[src/rtl/babbage_pkg.sv]
// Shared definitions for the Babbage polynomial f(n) = 2n^2 + 3n + 5
// used by both the forward difference engine and its inverse solver.
package babbage_pkg;

  localparam int unsigned COEF_A = 2;
  localparam int unsigned COEF_B = 3;
  localparam int unsigned COEF_C = 5;
  localparam int unsigned DIFF2  = 2 * COEF_A;

  // Bits needed to hold f(MAX_NUM) where MAX_NUM = 2^in_width - 1.
  function automatic int unsigned out_width(input int unsigned in_width);
    int unsigned m;
    m = (32'd1 << in_width) - 32'd1;
    return $clog2(COEF_A * m * m + COEF_B * m + COEF_C);
  endfunction

  typedef enum logic [1:0] {
    ST_IDLE,
    ST_SEARCH,
    ST_DONE
  } babbage_state_e;

endpackage

[src/rtl/babbage_inverse.sv]
// Inverse solver: largest n in [0, MAX_NUM] with f(n) <= y, found by
// walking forward differences upward from n = 0 using additions only.
module babbage_inverse
  import babbage_pkg::*;
#(
  parameter int unsigned IN_WIDTH = 5
) (
  input  logic                                 clk,
  input  logic                                 rst,
  input  logic                                 start,
  input  logic [out_width(IN_WIDTH)-1:0]       y,
  output logic [IN_WIDTH-1:0]                  n_out,
  output logic                                 exact,
  output logic                                 found,
  output logic                                 done,
  output logic                                 rdy
);

  localparam int unsigned OUT_WIDTH = out_width(IN_WIDTH);

  babbage_state_e          state_q;
  logic [OUT_WIDTH-1:0]    y_q;
  logic [OUT_WIDTH-1:0]    f_q;
  logic [OUT_WIDTH-1:0]    d_q;
  logic [IN_WIDTH-1:0]     n_q;
  logic [IN_WIDTH-1:0]     n_out_q;
  logic                    exact_q;
  logic                    found_q;
  logic                    done_q;
  logic                    rdy_q;

  logic [OUT_WIDTH:0]      next_f;
  logic                    stop;
  logic                    has_solution;

  // One extra bit so f(MAX_NUM) + d cannot wrap before the compare.
  always_comb begin
    next_f       = {1'b0, f_q} + {1'b0, d_q};
    stop         = (n_q == '1) || (next_f > {1'b0, y_q});
    has_solution = (y_q >= OUT_WIDTH'(COEF_C));
  end

  always_ff @(posedge clk) begin
    if (rst) begin
      state_q <= ST_IDLE;
      y_q     <= '0;
      f_q     <= '0;
      d_q     <= '0;
      n_q     <= '0;
      n_out_q <= '0;
      exact_q <= 1'b0;
      found_q <= 1'b0;
      done_q  <= 1'b0;
      rdy_q   <= 1'b1;
    end else begin
      case (state_q)
        ST_IDLE: begin
          done_q <= 1'b0;
          if (start) begin
            y_q     <= y;
            f_q     <= OUT_WIDTH'(COEF_C);
            d_q     <= OUT_WIDTH'(COEF_A + COEF_B);
            n_q     <= '0;
            rdy_q   <= 1'b0;
            state_q <= ST_SEARCH;
          end
        end
        ST_SEARCH: begin
          if (stop) begin
            n_out_q <= has_solution ? n_q : '0;
            found_q <= has_solution;
            exact_q <= has_solution && (f_q == y_q);
            done_q  <= 1'b1;
            state_q <= ST_DONE;
          end else begin
            f_q <= next_f[OUT_WIDTH-1:0];
            d_q <= d_q + OUT_WIDTH'(DIFF2);
            n_q <= n_q + IN_WIDTH'(1);
          end
        end
        ST_DONE: begin
          done_q  <= 1'b0;
          rdy_q   <= 1'b1;
          state_q <= ST_IDLE;
        end
        default: begin
          done_q  <= 1'b0;
          rdy_q   <= 1'b1;
          state_q <= ST_IDLE;
        end
      endcase
    end
  end

  assign n_out = n_out_q;
  assign exact = exact_q;
  assign found = found_q;
  assign done  = done_q;
  assign rdy   = rdy_q;

endmodule

[config.mk]
export PLATFORM = sky130hd
export DESIGN_NAME = babbage_inverse
export DESIGN_NICKNAME = d
export VERILOG_FILES = /design/src/rtl/babbage_pkg.sv /design/src/rtl/babbage_inverse.sv
export SDC_FILE = /design/constraint.sdc
export NUM_CORES = 1
export LEC_CHECK = 0
export BUFFER_PORTS_ARGS = -buffer_cell sky130_fd_sc_hd__buf_2
export CAP_MARGIN = 20
export CELL_PAD_IN_SITES_DETAIL_PLACEMENT = 1
export CELL_PAD_IN_SITES_GLOBAL_PLACEMENT = 1
export CORE_MARGIN = 4
export CORE_UTILIZATION = 45
export DETAILED_ROUTE_END_ITERATION = 16
export PLACE_DENSITY_LB_ADDON = 0.1
export SLEW_MARGIN = 40
export SYNTH_ARGS = -nofsm -noshare
export SYNTH_HDL_FRONTEND = slang
export SYNTH_SLANG_ARGS = --single-unit
export TNS_END_PERCENT = 5
[constraint.sdc]
create_clock -name clk -period 4.4 [get_ports clk]
set_input_delay 0.66 -clock clk [delete_from_list [all_inputs] [get_ports clk]]
set_output_delay 0.66 -clock clk [all_outputs]
set_load 0.005 [all_outputs]
# Word level (Yosys, flattened, before mapping)
# Cells that the tools add are included.
[totals]
input_bits = 14
output_inout_bits = 9
elab_cells = 46
ff_bits = 49
[classes]
n_eq_ne = 6
n_bitwise = 1
order_cmp = 2
n_addsub = 3
mux = 14
reduce_logical = 10
[op_table]
columns = ["op", "n"]
rows = [
  ["$pmux W11 S2", 2],
  ["$mux W11", 3],
  ["$mux W5", 3],
  ["$add A11 B11 Y12", 1],
  ["$gt A12 B11 Y1", 1],
  ["$add A11 B3 Y11 const B", 1],
  ["$eq A11 B11 Y1", 1],
  ["$ge A11 B3 Y1 const B", 1],
  ["$pmux W5 S2", 1],
  ["$reduce_and A2 Y1", 4],
  ["$ne A2 B2 Y1 const B", 3],
  ["$add A5 B1 Y5 const B", 1],
  ["$eq A5 B5 Y1 const B", 1],
  ["$mux W2", 2],
  ["$pmux W2 S2", 1],
  ["$reduce_and A3 Y1", 1],
  ["$eq A2 B1 Y1 const B", 1],
  ["$logic_not A2 Y1", 1],
  ["$pmux W1 S2", 1],
  ["$reduce_bool A2 Y1", 1],
  ["$reduce_or A2 Y1", 1],
  ["$logic_and A1 B1 Y1", 1],
  ["$logic_or A1 B1 Y1", 1],
  ["$mux W1", 1],
  ["$not A1 Y1", 1],
]

# Longest topological paths before layout
# Gate-level depths: netlist of run 1.
[depth]
depth_word = 5
depth_mapped = 17
ltp_nobuf = 15

# Worst setup path before layout of run 1
# No wires, ideal clock.
[synth_timing]
path_type = "flip-flop to flip-flop"
from = "register f_q[2]"
to = "register d_q[8]"
n_path_buf = 1
stages_incl_launch_ff = 16
slack_ns = 0.728
t_arrival_ns = 3.598
cell_sequence = "dfxtp_1 -> ha_1 -> a31oi_4 -> a22oi_2 -> a31o_2 -> o41ai_1 -> xnor2_1 -> ha_1 -> nand4_1 -> nor3_1 -> a21oi_1 -> o31a_1 -> or4_4 -> buf_6 -> or3_1 -> a31oi_1"
[synth_between]
elab_chain_cells = 5
[synth_rtl]
columns = ["element", "line_no", "source"]
rows = [
  ["start, declared", "babbage_inverse.sv:23", "logic [OUT_WIDTH-1:0] f_q;"],
  ["start signal, assigned", "babbage_inverse.sv:61", "f_q <= OUT_WIDTH'(COEF_C);"],
  ["start signal, assigned", "babbage_inverse.sv:76", "f_q <= next_f[OUT_WIDTH-1:0];"],
  ["$add A11 B11 Y12", "babbage_inverse.sv:38", "next_f = {1'b0, f_q} + {1'b0, d_q};"],
  ["$gt A12 B11 Y1", "babbage_inverse.sv:39", "stop = (n_q == '1) || (next_f > {1'b0, y_q});"],
  ["$logic_or A1 B1 Y1", "babbage_inverse.sv:39", ""],
  ["$ne A2 B2 Y1 (no line)", "--", ""],
  ["$reduce_and A3 Y1 (no line)", "--", ""],
  ["end signal, assigned", "babbage_inverse.sv:62", "d_q <= OUT_WIDTH'(COEF_A + COEF_B);"],
  ["end signal, assigned", "babbage_inverse.sv:77", "d_q <= d_q + OUT_WIDTH'(DIFF2);"],
  ["end, declared", "babbage_inverse.sv:24", "logic [OUT_WIDTH-1:0] d_q;"],
]
# Every way passes these cells.
# A chain may end at the register's enable or synchronous reset.

# Worst setup path in the final report of run 1
[layout_timing]
from = "register f_q[3]"
to = "register d_q[5]"
# Same word-level chain as after synthesis.

==> reports/metrics.cfg, run 1 <==
[timing]
worst_slew_pin_slew_ns=0.595
fmax_ghz=0.242
period_share_pct=94.0
slew_viol_final=0
hold_viol_final=0
relSlewSlack_pct=60.3
rsz0062_at_grt=no
fin_worst_skew_ns=0.00647
fin_crit_ns=4.14
tns_ns=0
setup_viol=0

[detailed_routing]
route.detailed.drc=0
dr.pass1.iters=4
wl_per_cell_um=17.0
num_vias=2545
wirelength_mm=7.49
drtIter0Drc=121
ant_nets=0
viasPerCell=5.78

[yosys]
synth.area.top_cells=dfxtp_1 (34%), ha_1 (11%), nand3_1 (7.7%)
yosys_warnings=0
syn_area_sq_um=2790
synthCells=350
post-synth-top-area-fraction_pct=34.5
async_reset_ff_share_pct=0
synth_area_leader_cell=dfxtp_1
synthTopCellsByCount=dfxtp_1 (48), nand3_1 (43), nand2_1 (38), a21oi_1 (36), ha_1 (25)
synth_edf_count=0
synth_cell_types=39
mappedNetlistNets=389
synth_ff_type=dfxtp_1
synth_area_per_cell_sq_um=7.97
ys_seq_area_share_pct=34.5
synth.most_common_cell=dfxtp_1
synth.ff_latch_count=48

[layout]
nets=405
fill_cells=748
layout-drive-gt1-share_pct=11.5
final-seq-area_sq_um=961
syn_to_final_growth_pct=9.74
final_area_sq_um=3060
diodes=0
multi_input_area_sq_um=1710

[grt]
grt_pass1_wl_mm=12.5
grt_overflow_total=0
grt_antenna_before_repair=0
first_global_vias=2551
grt_usage_pct=20.8
grt_max_degree=50

[clock_tree]
h-tree-depth=2
clk_path_buf_depth=2
numCtsBuffers=5
ctsHoldBuffers=0
root_buffer=clkbuf_8
ctsResizeCount=0
cts_tree=built
cts_setup_buffers=0
clkSinkCount=48
clk_pin_slew_ns=0.09
clk_latency_ns=0.30

[die]
dieHeight_um=86.7
io_pins=23
num_rows=28
fp.dieArea_sq_um=7520
chipWidth_um=86.7
coreArea_sq_um=5960
start_util_pct=46.8

[setup_path]
start_kind=register
cp.arrival_ns=4.31
critPathKind=reg -> reg
worst-path-max-fanout=15
crit_required_ns=4.57
cp-end-kind=register

[power_and_ir_drop]
cellPowerDensity_nw_per_um2=386
ir_drop_uv=192
leakagePower_nw=1.25
totalPowerFinal_mw=1.18

[placement]
dp.final_hpwl_mm=5.28
port_buffers=22
place_congestion=0.834
placed_area_sq_um=2950

[flow_run]
drv_cap=0

[min_path]
hp-class=reg -> reg

[run_status]
status=completed

flip-flops by register name, indices dropped and copies added (netlist names):
signal / flops
d_q: 10
n_q: 5
y_q: 11
state_q: 2
n_out: 5
rdy: 1
exact: 1
found: 1
f_q: 11
done: 1
cells by family (layout without fill, tap and decap cells):
group | after synthesis | after routing | share of synthesized area (%)
adder cells (fa/ha/maj) | 25 | 25 | 11.2
XOR/XNOR | 18 | 18 | 5.65
AND/OR/NAND/NOR | 151 | 152 | 27.1
buffers and inverters | 33 | 47 | 4.71
multiplexers | 1 | 1 | 0.359
flip-flops | 48 | 48 | 34.5
AO/OA/AOI/OAI | 74 | 74 | 16.6
worst max-delay path, stage by stage (launching register included):
cell     delay, ns
dfxtp_1       0.35
ha_1          0.38
o21ai_0       0.26
a22oi_2       0.15
a31o_2        0.27
o41ai_1       0.31
xnor2_1       0.16
ha_1          0.32
nand4_1       0.15
nor3_1        0.25
a21oi_1       0.10
o31a_1        0.17
or4_2         0.88
nand3_1       0.18
a31oi_1       0.08
metrics by stage:
stage / setup slack [ns] / hold WS [ns] / util (%) / cells
after floorplan: 0.728 / 0.445 / - / 350
after global placement: 0.423 / 0.454 / 49.5 / 433
after detailed placement: 0.251 / 0.464 / 49.6 / 433
after CTS: 0.184 / 0.485 / 51.2 / 439
after global routing: 0.0610 / 0.510 / 51.4 / 440
final: 0.265 / 0.477 / 51.4 / 440
cells in the final DEF, fill, tap and decap left out, drive strengths merged, types with 14 or more instances in the layout:
cell,count
dfxtp,48
nand3,43
nand2,38
a21oi,36
ha,25
buf,25
nor2,19
inv,16
xor2,14
report_power, final:
part / switching [mW] / total [mW] / internal, mW
combinational: 0.233 / 0.366 / 0.133
clock: 0.149 / 0.312 / 0.163
sequential: 0.0352 / 0.503 / 0.468
total: 0.417 / 1.18 / 0.765
cell type report:
cell class	count	share of cell area, %
Tap cell	75	3.07
Clock inverter	1	0.981
Inverter	16	1.96
Timing Repair Buffer	25	4.42
Clock buffer	5	2.25
Multi-Input combinational cell	270	55.9
Sequential cell	48	31.4
path summary, 6_finish.rpt:
| path | to | start | depth (start not counted) | slack, ns |
|---|---|---|---|---|
| worst min register to register | n_out[1] | n_out[1] | 2 | 0.48 |
| worst max-delay path | d_q[5] | f_q[3] | 14 | 0.26 |
| worst max register to register | d_q[5] | f_q[3] | 14 | 0.26 |
| worst min-delay path | n_out[1] | n_out[1] | 2 | 0.48 |
layer usage:
metal,vias up,share of wire (%),track usage [%]
met4,0,1.1,5.67
met3,8,3.1,3.23
met1,1222,49,29.0
li1,1274,-,-
met2,41,47,33.4
met5,-,0,0
Power figures use the tool's default switching activity.
==> inputs of run 2 (changes only) <==
--- a/config.mk
+++ b/config.mk
@@ -9,7 +9,6 @@
 export CAP_MARGIN = 20
 export CELL_PAD_IN_SITES_DETAIL_PLACEMENT = 1
 export CELL_PAD_IN_SITES_GLOBAL_PLACEMENT = 1
-export CORE_MARGIN = 4
 export CORE_UTILIZATION = 45
 export DETAILED_ROUTE_END_ITERATION = 16
 export PLACE_DENSITY_LB_ADDON = 0.1
==> constraint.sdc (replaced) <==
create_clock -name clk -period 4.4 [get_ports clk]
set_input_delay 0.66 -clock clk [delete_from_list [all_inputs] [get_ports clk]]
set_output_delay 0.66 -clock clk [all_outputs]
set_load 0.05 [all_outputs]
==> run 2 against run 1 <==
  * Clock skew up 0.0044 ns
  * Critical endpoint is now d_q[7]
  * Critical path type unchanged
  * Sequential share of layout area decreased by 0.39 points
  * Largest cell class unchanged
  * Flip-flop and latch count is the same
  * Cell area grew 1.3%
  * Register-to-register slack is essentially flat
  * Utilization up 0.65 points
  * Non-clock buffer count stayed put
  * Die area down 13%
  * Critical path depth unchanged
  * Power rose by 8.3%
==> reports/metrics.cfg, run 2 (same netlist as run 1, synthesis figures left out) <==
[detailed_routing]
wl_per_cell_um=17.1  ; +0.45%
num_vias=2543  ; -0.079%
ant_nets=0  ; unchanged
wirelength_mm=7.56  ; +0.91%
drtIter0Drc=79  ; -35%
viasPerCell=5.75  ; -0.53%
dr.pass1.iters=4  ; unchanged
route.detailed.drc=0  ; unchanged

[setup_path]
cp_slowest_cell=or4_4
critPathKind=reg -> reg
cp.arrival_ns=4.37  ; +0.06 ns
start_kind=register
crit_required_ns=4.64  ; +0.07 ns
worst-path-max-fanout=16  ; +1
r2r_setup_slack_ns=0.28  ; about the same
path_delay_family=simple AND/OR/NAND/NOR gates
crit_path_frequent_cell=ha_1
cp-end-kind=register
cp_cell_sequence=ha_1 -> a31oi_4 -> a22oi_2 -> a31o_2 -> o41ai_1 -> xnor2_1 -> ha_1 -> nand4_1 -> nor3_1 -> a21oi_1 -> o31a_1 -> or4_4 -> or3_1 -> a31oi_1
max_stage_delay_ns=0.64  ; -0.24 ns
critPathBufInv=0  ; unchanged

[clock_tree]
clk_pin_slew_ns=0.10  ; about the same
root_buffer=clkbuf_8
h-tree-depth=2  ; unchanged
clk_latency_ns=0.31  ; about the same
numCtsBuffers=5  ; unchanged
clkSinkCount=48  ; unchanged
ctsHoldBuffers=0  ; unchanged
cts_tree=built
clk_path_buf_depth=2  ; unchanged
cts_setup_buffers=0  ; unchanged

[layout]
layout-drive-gt1-share_pct=12.0  ; +0.48 points
nets=405  ; unchanged
fill_cells=753  ; +0.67%
top_regs=f_q x11, y_q x11, d_q x10
mostFrequentLayoutCells=dfxtp_1 (48), nand3_1 (43), nand2_1 (38)
syn_to_final_growth_pct=11.1
diodes=0  ; unchanged
final_common_cell=dfxtp_1
utilization_pct=52.0  ; +0.65 points

[timing]
worst_slew_pin_slew_ns=0.656  ; +0.0611 ns
hold_viol_final=0  ; unchanged
setup_slack_ns=0.278  ; +0.0137 ns
timing.hold.ws_ns=0.469  ; -0.00740 ns
fin_crit_ns=4.12  ; -0.0137 ns
relSlewSlack_pct=56.2  ; -4.1 points
fin_worst_skew_ns=0.0109  ; +0.00438 ns
tns_ns=0  ; unchanged
rsz0062_at_grt=no
period_share_pct=93.7  ; -0.31 points
fmax_ghz=0.243  ; +0.33%
slew_viol_final=0  ; unchanged
setup_viol=0  ; unchanged

[die]
chipWidth_um=80.7  ; -6.9%
dieHeight_um=80.7  ; -6.9%
coreArea_sq_um=5960  ; unchanged
io_pins=23  ; unchanged
fp.dieArea_sq_um=6520  ; -13%
start_util_pct=46.8  ; unchanged
num_rows=28  ; unchanged

[flow_run]
drv_cap=0  ; unchanged

[grt]
grt_max_degree=50  ; unchanged
grt_overflow_total=0  ; unchanged
first_global_vias=2459  ; -3.6%
grt_pass1_wl_mm=12.3  ; -1.8%
grt_usage_pct=24.9  ; +4.1 points
grt_antenna_before_repair=0  ; unchanged

[power_and_ir_drop]
leakagePower_nw=1.27  ; +1.5%
totalPowerFinal_mw=1.28  ; +8.3%
cellPowerDensity_nw_per_um2=413  ; +7.0%
ir_drop_uv=252  ; +31%

[placement]
post-place-ws_ns=0.245  ; -0.00582 ns
port_buffers=22  ; unchanged
place_congestion=0.807  ; -3.3%
dp.final_hpwl_mm=5.28  ; about the same

[run_status]
status=completed

[min_path]
hp-class=reg -> reg

[run 2: area by class of cell]
type	count	area [sq um]	share of cell area (%)
flip-flops and latches	48	961	31.0
well taps	75	93.8	3.03
inverters	16	60.1	1.94
clock buffers	5	68.8	2.22
multi-input cells	270	1710	55.2
repair buffers	25	135	4.36
clock inverters	3	68.8	2.22
[run 2: worst paths after layout]
check / cells past startpoint / end / start
worst max-delay path: 14 / d_q[7] / d_q[2]
worst min-delay path: 2 / n_out[3] / n_out[3]
worst max register to register: 14 / d_q[7] / d_q[2]
worst min register to register: 2 / n_out[3] / n_out[3]
[run 2: timing repair]
action,CTS,global route
resized for setup,0,0
endpoints found under the setup margin,0,7
endpoints found under the hold margin,0,0
[run 2: metal layers]
metal | GRT usage (%) | vias to the layer above | part of all wire, %
met5 | 0 | - | 0
met3 | 4.55 | 10 | 2.4
met4 | 6.96 | 0 | 1.3
met1 | 32.7 | 1229 | 48
li1 | - | 1273 | -
met2 | 41.4 | 31 | 48
[run 2: worst min-delay path, cell delays in order, from the launching register on]
cell	delay, ns
dfxtp_1	0.32
nand2b_1	0.06
a21oi_1	0.05
[run 2: stage by stage]
step	instance area (sq um)	cells
6_report	3100	442
5_1_grt	3100	442
4_1_cts	3090	441
3_5_place_dp	2950	433
3_3_place_gp	2950	433
2_1_floorplan	2790	350
[run 2: power breakdown]
part / internal, mW / switching (mW)
sequential: 0.468 / 0.0363
combinational: 0.134 / 0.251
clock: 0.229 / 0.162
